`src/rtl/cam_capture_ctrl.sv`:
```
// cam_capture_ctrl: frame-capture sequencer for the OV7670 pixel path (pclk domain).
// Arms on a capture request and waits for vertical blanking. It gates the pixel
// writer for one frame, or for successive frames in continuous mode, and counts
// pixels and lines.
// Optional feature macro: CAP_SIZE_CHECK_EN enables frame-geometry checking
// (line length, line count, stray pixel strobes) and the ERR path.
module cam_capture_ctrl #(
  parameter int H_PIX   = 160,
  parameter int V_LINES = 120,
  parameter int AW      = 15,
  parameter int CW      = 9
) (
  input  logic          pclk,
  input  logic          rst,
  input  logic          start,
  input  logic          cont,
  input  logic          stop,
  input  logic          vsync,
  input  logic          href,
  input  logic          px_stb,
  output logic          cap_en,
  output logic          busy,
  output logic          frame_done,
  output logic          frame_err,
  output logic [7:0]    frame_cnt,
  output logic [AW-1:0] px_total
);

`ifdef CAP_SIZE_CHECK_EN
  localparam bit CHECK_EN = 1'b1;
`else
  localparam bit CHECK_EN = 1'b0;
`endif

  typedef enum logic [2:0] {
    S_IDLE, S_ARM, S_SYNC, S_CAPTURE, S_DONE, S_ERR
  } state_t;

  state_t        state_q, state_d;
  logic          vsync_q, href_q;
  logic          cont_q, cont_d;
  logic          stop_pend_q, stop_pend_d;
  logic          err_flag_q, err_flag_d;
  logic          frame_err_q, frame_err_d;
  logic [7:0]    frame_cnt_q, frame_cnt_d;
  logic [AW-1:0] px_total_q, px_total_d;
  logic [CW-1:0] col_q, col_d, line_q, line_d;
  logic          cap_en_q, busy_q, frame_done_q;

  // Edge events on the camera sync lines, relative to the previous cycle.
  logic fs, fe, le;
  assign fs = vsync_q & ~vsync;
  assign fe = ~vsync_q & vsync;
  assign le = href_q & ~href;

  // A start is taken only in IDLE, and a simultaneous stop cancels it.
  logic start_ok;
  assign start_ok = (state_q == S_IDLE) && start && !stop;

  // Saturating increments and the same-cycle view of col/line.
  logic [CW-1:0] col_inc, col_eff, line_inc, line_eff;
  logic [AW-1:0] px_inc;
  assign col_inc  = (col_q == '1) ? col_q : col_q + CW'(1);
  assign col_eff  = px_stb ? col_inc : col_q;
  assign line_inc = (line_q == '1) ? line_q : line_q + CW'(1);
  assign line_eff = le ? line_inc : line_q;
  assign px_inc   = (px_total_q == '1) ? px_total_q : px_total_q + AW'(1);

  // Pixel/line counters and the per-frame geometry error flag.
  always_comb begin
    col_d      = col_q;
    line_d     = line_q;
    px_total_d = px_total_q;
    err_flag_d = err_flag_q;
    if (start_ok) begin
      col_d      = '0;
      line_d     = '0;
      px_total_d = '0;
    end else if (state_q == S_SYNC && !stop && fs) begin
      col_d      = '0;
      line_d     = '0;
      px_total_d = '0;
      err_flag_d = 1'b0;
    end else if (state_q == S_CAPTURE) begin
      if (px_stb) px_total_d = px_inc;
      if (px_stb && !href) err_flag_d = 1'b1;
      // A pixel strobed on the line-end cycle still belongs to the ending line.
      if (le) begin
        if (col_eff != CW'(H_PIX)) err_flag_d = 1'b1;
        line_d = line_inc;
        col_d  = '0;
      end else begin
        col_d = col_eff;
      end
      if (fe && line_eff != CW'(V_LINES)) err_flag_d = 1'b1;
    end
  end

  // Sequencer next-state: arm, align to blanking, capture, then finish or repeat.
  always_comb begin
    state_d     = state_q;
    cont_d      = cont_q;
    stop_pend_d = stop_pend_q;
    case (state_q)
      S_IDLE: begin
        if (start_ok) begin
          state_d     = S_ARM;
          cont_d      = cont;
          stop_pend_d = 1'b0;
        end
      end
      S_ARM: begin
        if (stop)       state_d = S_IDLE;
        else if (vsync) state_d = S_SYNC;
      end
      S_SYNC: begin
        if (stop)    state_d = S_IDLE;
        else if (fs) state_d = S_CAPTURE;
      end
      S_CAPTURE: begin
        if (stop) stop_pend_d = 1'b1;
        if (fe)   state_d = (CHECK_EN && err_flag_d) ? S_ERR : S_DONE;
      end
      S_DONE: begin
        state_d     = (cont_q && !stop_pend_q && !stop) ? S_SYNC : S_IDLE;
        stop_pend_d = 1'b0;
      end
      S_ERR: begin
        state_d     = S_IDLE;
        stop_pend_d = 1'b0;
      end
      default: state_d = S_IDLE;
    endcase
  end

  // Frame counter and sticky error follow the transitions into DONE/ERR.
  always_comb begin
    frame_cnt_d = frame_cnt_q;
    frame_err_d = frame_err_q;
    if (state_q == S_CAPTURE && state_d == S_DONE) frame_cnt_d = frame_cnt_q + 8'd1;
    if (start_ok)          frame_err_d = 1'b0;
    if (state_d == S_ERR)  frame_err_d = 1'b1;
  end

  // State and registered outputs; outputs mirror the state being entered.
  always_ff @(posedge pclk) begin
    if (!rst) begin
      state_q      <= S_IDLE;
      vsync_q      <= 1'b1;
      href_q       <= 1'b0;
      cont_q       <= 1'b0;
      stop_pend_q  <= 1'b0;
      err_flag_q   <= 1'b0;
      frame_err_q  <= 1'b0;
      frame_cnt_q  <= '0;
      px_total_q   <= '0;
      col_q        <= '0;
      line_q       <= '0;
      cap_en_q     <= 1'b0;
      busy_q       <= 1'b0;
      frame_done_q <= 1'b0;
    end else begin
      state_q      <= state_d;
      vsync_q      <= vsync;
      href_q       <= href;
      cont_q       <= cont_d;
      stop_pend_q  <= stop_pend_d;
      err_flag_q   <= err_flag_d;
      frame_err_q  <= frame_err_d;
      frame_cnt_q  <= frame_cnt_d;
      px_total_q   <= px_total_d;
      col_q        <= col_d;
      line_q       <= line_d;
      cap_en_q     <= (state_d == S_CAPTURE);
      busy_q       <= (state_d != S_IDLE);
      frame_done_q <= (state_d == S_DONE);
    end
  end

  assign cap_en     = cap_en_q;
  assign busy       = busy_q;
  assign frame_done = frame_done_q;
  assign frame_err  = frame_err_q;
  assign frame_cnt  = frame_cnt_q;
  assign px_total   = px_total_q;

endmodule
```
`config.mk`:
```
export PLATFORM = sky130hd
export DESIGN_NAME = cam_capture_ctrl
export DESIGN_NICKNAME = d
export VERILOG_FILES = /design/src/rtl/cam_capture_ctrl.sv
export SDC_FILE = /design/constraint.sdc
export NUM_CORES = 1
export LEC_CHECK = 0
export CAP_MARGIN = 10
export CORE_ASPECT_RATIO = 1.2
export CORE_MARGIN = 5
export CORE_UTILIZATION = 50
export DETAILED_ROUTE_END_ITERATION = 6
export GPL_TIMING_DRIVEN = 0
export PLACE_DENSITY = 0.9
export SYNTH_ARGS = -nofsm -noshare
export SYNTH_HDL_FRONTEND = slang
export SYNTH_SLANG_ARGS = --single-unit
```
`constraint.sdc`:
```
create_clock -name pclk -period 2.8 [get_ports pclk]
set_clock_uncertainty 0.05 [all_clocks]
set_input_delay 0.28 -clock pclk [delete_from_list [all_inputs] [get_ports pclk]]
set_output_delay 0.28 -clock pclk [all_outputs]
set_load 0.1 [all_outputs]
```
==> impl_results.html <==
<table>
<tr><th>Metric</th><th>Value</th></tr>
<tr><th colspan="2">GRT</th></tr>
<tr><td>Maximum number of pins on one net before global-route repair</td><td>11</td></tr>
<tr><td>Overall Global Routing Usage</td><td>17.84%</td></tr>
<tr><td>Overflow left after global routing</td><td>0</td></tr>
<tr><td>Number of antenna violations at the first check in global routing</td><td>0</td></tr>
<tr><td>Via count of the first global-routing pass</td><td>1399</td></tr>
<tr><td>First-pass GRT wire length</td><td>6.072 mm</td></tr>
<tr><th colspan="2">Floorplanning</th></tr>
<tr><td>Number of primary I/O pins</td><td>35</td></tr>
<tr><td>Die width</td><td>60.87 um</td></tr>
<tr><td>Number of rows in the core area</td><td>22</td></tr>
<tr><td>Initial standard-cell utilization of the core</td><td>51.28%</td></tr>
<tr><td>Full die area</td><td>4325 um^2</td></tr>
<tr><td>Die Span Y</td><td>71.05 um</td></tr>
<tr><td>Core Box Area</td><td>3028 um^2</td></tr>
<tr><th colspan="2">Timing</th></tr>
<tr><td>Maximum frequency from static timing analysis</td><td>430.7 MHz</td></tr>
<tr><td>Count of endpoints failing setup in the final report</td><td>0</td></tr>
<tr><td>Number of failing hold endpoints at the final stage</td><td>0</td></tr>
<tr><td>RSZ-0062 raised after global routing</td><td>no</td></tr>
<tr><td>Final period util</td><td>82.92%</td></tr>
<tr><td>Post-Route Hold Slack</td><td>407.9 ps</td></tr>
<tr><td>Slew at the pin with the worst max-slew slack</td><td>978.7 ps</td></tr>
<tr><td>Max-slew headroom at the worst pin</td><td>34.55%</td></tr>
<tr><td>Final critical-path required period</td><td>2322 ps</td></tr>
<tr><td>Sum of negative setup slack</td><td>0 ps</td></tr>
<tr><td>Final max-slew violation count</td><td>0</td></tr>
<tr><th colspan="2">Power</th></tr>
<tr><td>Power per cell area</td><td>446.5 nW/um^2</td></tr>
<tr><td>Worst VDD drop</td><td>0.4159 mV</td></tr>
<tr><td>Power Internal</td><td>0.7043 mW</td></tr>
<tr><td>Net Sw Power</td><td>0.1947 mW</td></tr>
<tr><td>Net Sw Frac</td><td>21.65%</td></tr>
<tr><td>Part of the total power dissipated in combinational logic</td><td>5.5%</td></tr>
<tr><td>Clock share of power</td><td>41.8%</td></tr>
<tr><td>LEAKAGE</td><td>0.6427 nW</td></tr>
<tr><td>Proportion of power drawn by flip-flops and latches</td><td>52.7%</td></tr>
<tr><td>Final Total Pwr</td><td>0.8989 mW</td></tr>
<tr><th colspan="2">Yosys</th></tr>
<tr><td>Dominant cells by area after synthesis</td><td>dfxtp_1, a21oi_1, or4_1</td></tr>
<tr><td>Post-synthesis area per instance</td><td>8.532 um^2</td></tr>
<tr><td>Number of distinct library cells after synthesis</td><td>35</td></tr>
<tr><td>Number of enable flip-flop cells after synthesis</td><td>0</td></tr>
<tr><td>Net count of the mapped netlist</td><td>192</td></tr>
<tr><td>Synthesized cell area</td><td>1553 um^2</td></tr>
<tr><td>Largest area contributor in the netlist</td><td>dfxtp_1</td></tr>
<tr><td>Top flip-flop cell by instance count after synthesis</td><td>dfxtp_1</td></tr>
<tr><td>Proportion of register bits with asynchronous set or reset after synthesis</td><td>0%</td></tr>
<tr><td>Seq/Total Area, Yosys</td><td>42.55%</td></tr>
<tr><td>Post-Synthesis Cells</td><td>182</td></tr>
<tr><td>Flop and latch count out of synthesis</td><td>33</td></tr>
<tr><td>Total number of yosys warnings</td><td>0</td></tr>
<tr><td>Top cell type's share of synthesized area</td><td>42.55%</td></tr>
<tr><th colspan="2">Detailed routing</th></tr>
<tr><td>Initial DRC Count</td><td>93</td></tr>
<tr><td>Residual DRC count</td><td>0</td></tr>
<tr><td>Average wire length per cell after detail routing</td><td>13.56 um</td></tr>
<tr><td>Antenna-violating nets left</td><td>0</td></tr>
<tr><td>Count of vias placed by the detailed router</td><td>1514</td></tr>
<tr><td>Drt via density</td><td>5.846</td></tr>
<tr><td>Number of detailed-routing iterations run before antenna repair</td><td>4</td></tr>
<tr><td>Total wirelength of the detailed-routed design</td><td>3.513 mm</td></tr>
<tr><th colspan="2">Clocking</th></tr>
<tr><td>Hold-fix buffers, CTS</td><td>0</td></tr>
<tr><td>Clock latency on the worst-skew pair</td><td>330 ps</td></tr>
<tr><td>Number of clock sinks</td><td>33</td></tr>
<tr><td>Total of cells resized after clock tree synthesis</td><td>0</td></tr>
<tr><td>Clock-pin slew on the worst setup and hold paths</td><td>100 ps</td></tr>
<tr><td>Master cell of the clock root buffer</td><td>clkbuf_4</td></tr>
<tr><td>Maximum root-to-sink buffer count</td><td>2</td></tr>
<tr><td>Clock tree from TritonCTS</td><td>built</td></tr>
<tr><td>Total setup buffers inserted after CTS</td><td>0</td></tr>
<tr><td>Number of buffers created by CTS</td><td>5</td></tr>
<tr><td>H-Tree Level Count</td><td>2</td></tr>
<tr><th colspan="2">Min path</th></tr>
<tr><td>Number of cells traversed by the worst hold path</td><td>2</td></tr>
<tr><td>Worst min-delay path class</td><td>reg2reg</td></tr>
<tr><th colspan="2">Worst setup path</th></tr>
<tr><td>Type of element launching the critical path</td><td>flip-flop</td></tr>
<tr><td>Ordered list of cells on the worst path</td><td>clkdlybuf4s50_1</td></tr>
<tr><td>Maximum fanout along the worst path</td><td>8</td></tr>
<tr><td>Slowest stage delay, CP</td><td>1180 ps</td></tr>
<tr><td>CP Data Required Time</td><td>2470 ps</td></tr>
<tr><td>Path type of the worst setup path</td><td>reg2out</td></tr>
<tr><td>Number of cells on the worst reg-to-reg path</td><td>5</td></tr>
<tr><td>Endpoint kind of the worst setup timing path</td><td>primary output</td></tr>
<tr><td>Number of stages on the worst setup path</td><td>1</td></tr>
<tr><td>CP max-delay cell</td><td>clkdlybuf4s50_1</td></tr>
<tr><td>Bufs and invs on worst path</td><td>1</td></tr>
<tr><td>Data arrival, critical path</td><td>1990 ps</td></tr>
<tr><td>Family with the most delay on the worst path</td><td>buffers and inverters</td></tr>
<tr><th colspan="2">Flow run</th></tr>
<tr><td>Max_cap viols</td><td>0</td></tr>
<tr><th colspan="2">Placed design</th></tr>
<tr><td>Final Wtd Congestion</td><td>0.8798</td></tr>
<tr><td>DP Wirelength</td><td>2.585 mm</td></tr>
<tr><td>Port Buf Inserts</td><td>33</td></tr>
<tr><td>Placed Cells</td><td>251</td></tr>
<tr><th colspan="2">Finish</th></tr>
<tr><td>Non-filler instance count after layout</td><td>259</td></tr>
<tr><td>Most frequent cells in the layout</td><td>dfxtp_1, clkdlybuf4s50_1, a21oi_1</td></tr>
<tr><td>Post-layout net count</td><td>232</td></tr>
<tr><td>Antenna diode count</td><td>0</td></tr>
<tr><td>Share of layout cells above drive strength 1</td><td>6.278%</td></tr>
<tr><td>Final core utilization</td><td>66.49%</td></tr>
<tr><td>Layout area overhead</td><td>29.65%</td></tr>
<tr><th colspan="2">Outcome</th></tr>
<tr><td>Outcome</td><td>completed</td></tr>
</table>
-- power groups by stage --
stage / clock network (mW) / logic (mW) / registers, mW
floorplan: 0 / 0.0225 / 0.492
global placement: 0 / 0.0489 / 0.485
detailed placement: 0 / 0.0494 / 0.485
CTS: 0.384 / 0.0498 / 0.474
global route: 0.410 / 0.0530 / 0.475
finish: 0.376 / 0.0494 / 0.474
-- path summary, 6_finish.rpt --
path	startpoint	endpoint	slack [ps]
worst max-delay path	px_total[3]	px_total[3]	480
worst min-delay path	cont_q	cont_q	410
worst max register to register	px_total[0]	px_total[12]	840
worst min register to register	cont_q	cont_q	410
-- state kept, by name (all words and copies together), names as in the netlist --
name         cells
frame_done       1
state_q          3
cont_q           1
frame_err        1
frame_cnt        8
stop_pend_q      1
cap_en           1
vsync_q          1
px_total        15
busy             1
-- routing by layer --
metal	vias up	share of wire [%]	wire length, um	GRT usage [%]
met5	-	0	0	0
met4	0	1.3	45	7.229
met3	7	5.5	194	4.562
met2	47	51	1788	30.32
met1	703	42	1485	20.72
li1	757	-	-	-
-- Yosys cell counts, drive strengths merged (2+ instances only) --
| master | n |
|---|---|
| nand3 | 6 |
| o31ai | 9 |
| nand2 | 14 |
| a21o | 2 |
| nor2 | 11 |
| dfxtp | 33 |
| nor3 | 3 |
| nand3b | 3 |
| or3 | 9 |
| xor2 | 2 |
| or4 | 10 |
| ha | 2 |
| nand2b | 4 |
| nor4 | 4 |
| nand4 | 9 |
| a21oi | 21 |
| o21ai | 7 |
| xnor2 | 4 |
| and2 | 3 |
| clkbuf | 3 |
| buf | 6 |
| inv | 6 |
-- stage by stage --
step                      worst slack, ps  instance area (um^2)
after global routing                413.1                  2013
after detailed placement            524.4                  1928
final                               478.2                  2013
after floorplan                     240.6                  1553
after global placement              566.2                  1928
after CTS                           468.9                  2013
-- area by class of cell --
cell class / count / area, um^2
tap: 36 / 45.04
clock buffer: 7 / 55.05
fill: 256 / 1015
timing repair buffer: 33 / 330.3
multi-input combinational: 134 / 815.8
sequential: 33 / 660.6
clock inverter: 1 / 30.03
buffer: 9 / 53.80
inverter: 6 / 22.52
-- kinds of logic (layout without fill, tap and decap cells) --
kind of cell / after synthesis / count (layout) / share of synthesized area (%)
AND/OR/NAND/NOR: 82 / 82 / 30.46
AO/OA/AOI/OAI: 43 / 43 / 16.44
flip-flops: 33 / 33 / 42.55
buffers and inverters: 15 / 56 / 4.915
XOR/XNOR: 6 / 6 / 3.384
adder cells (fa/ha/maj): 2 / 2 / 1.611
multiplexers: 1 / 1 / 0.6447
No activity file was read; power rests on OpenSTA's default activity.
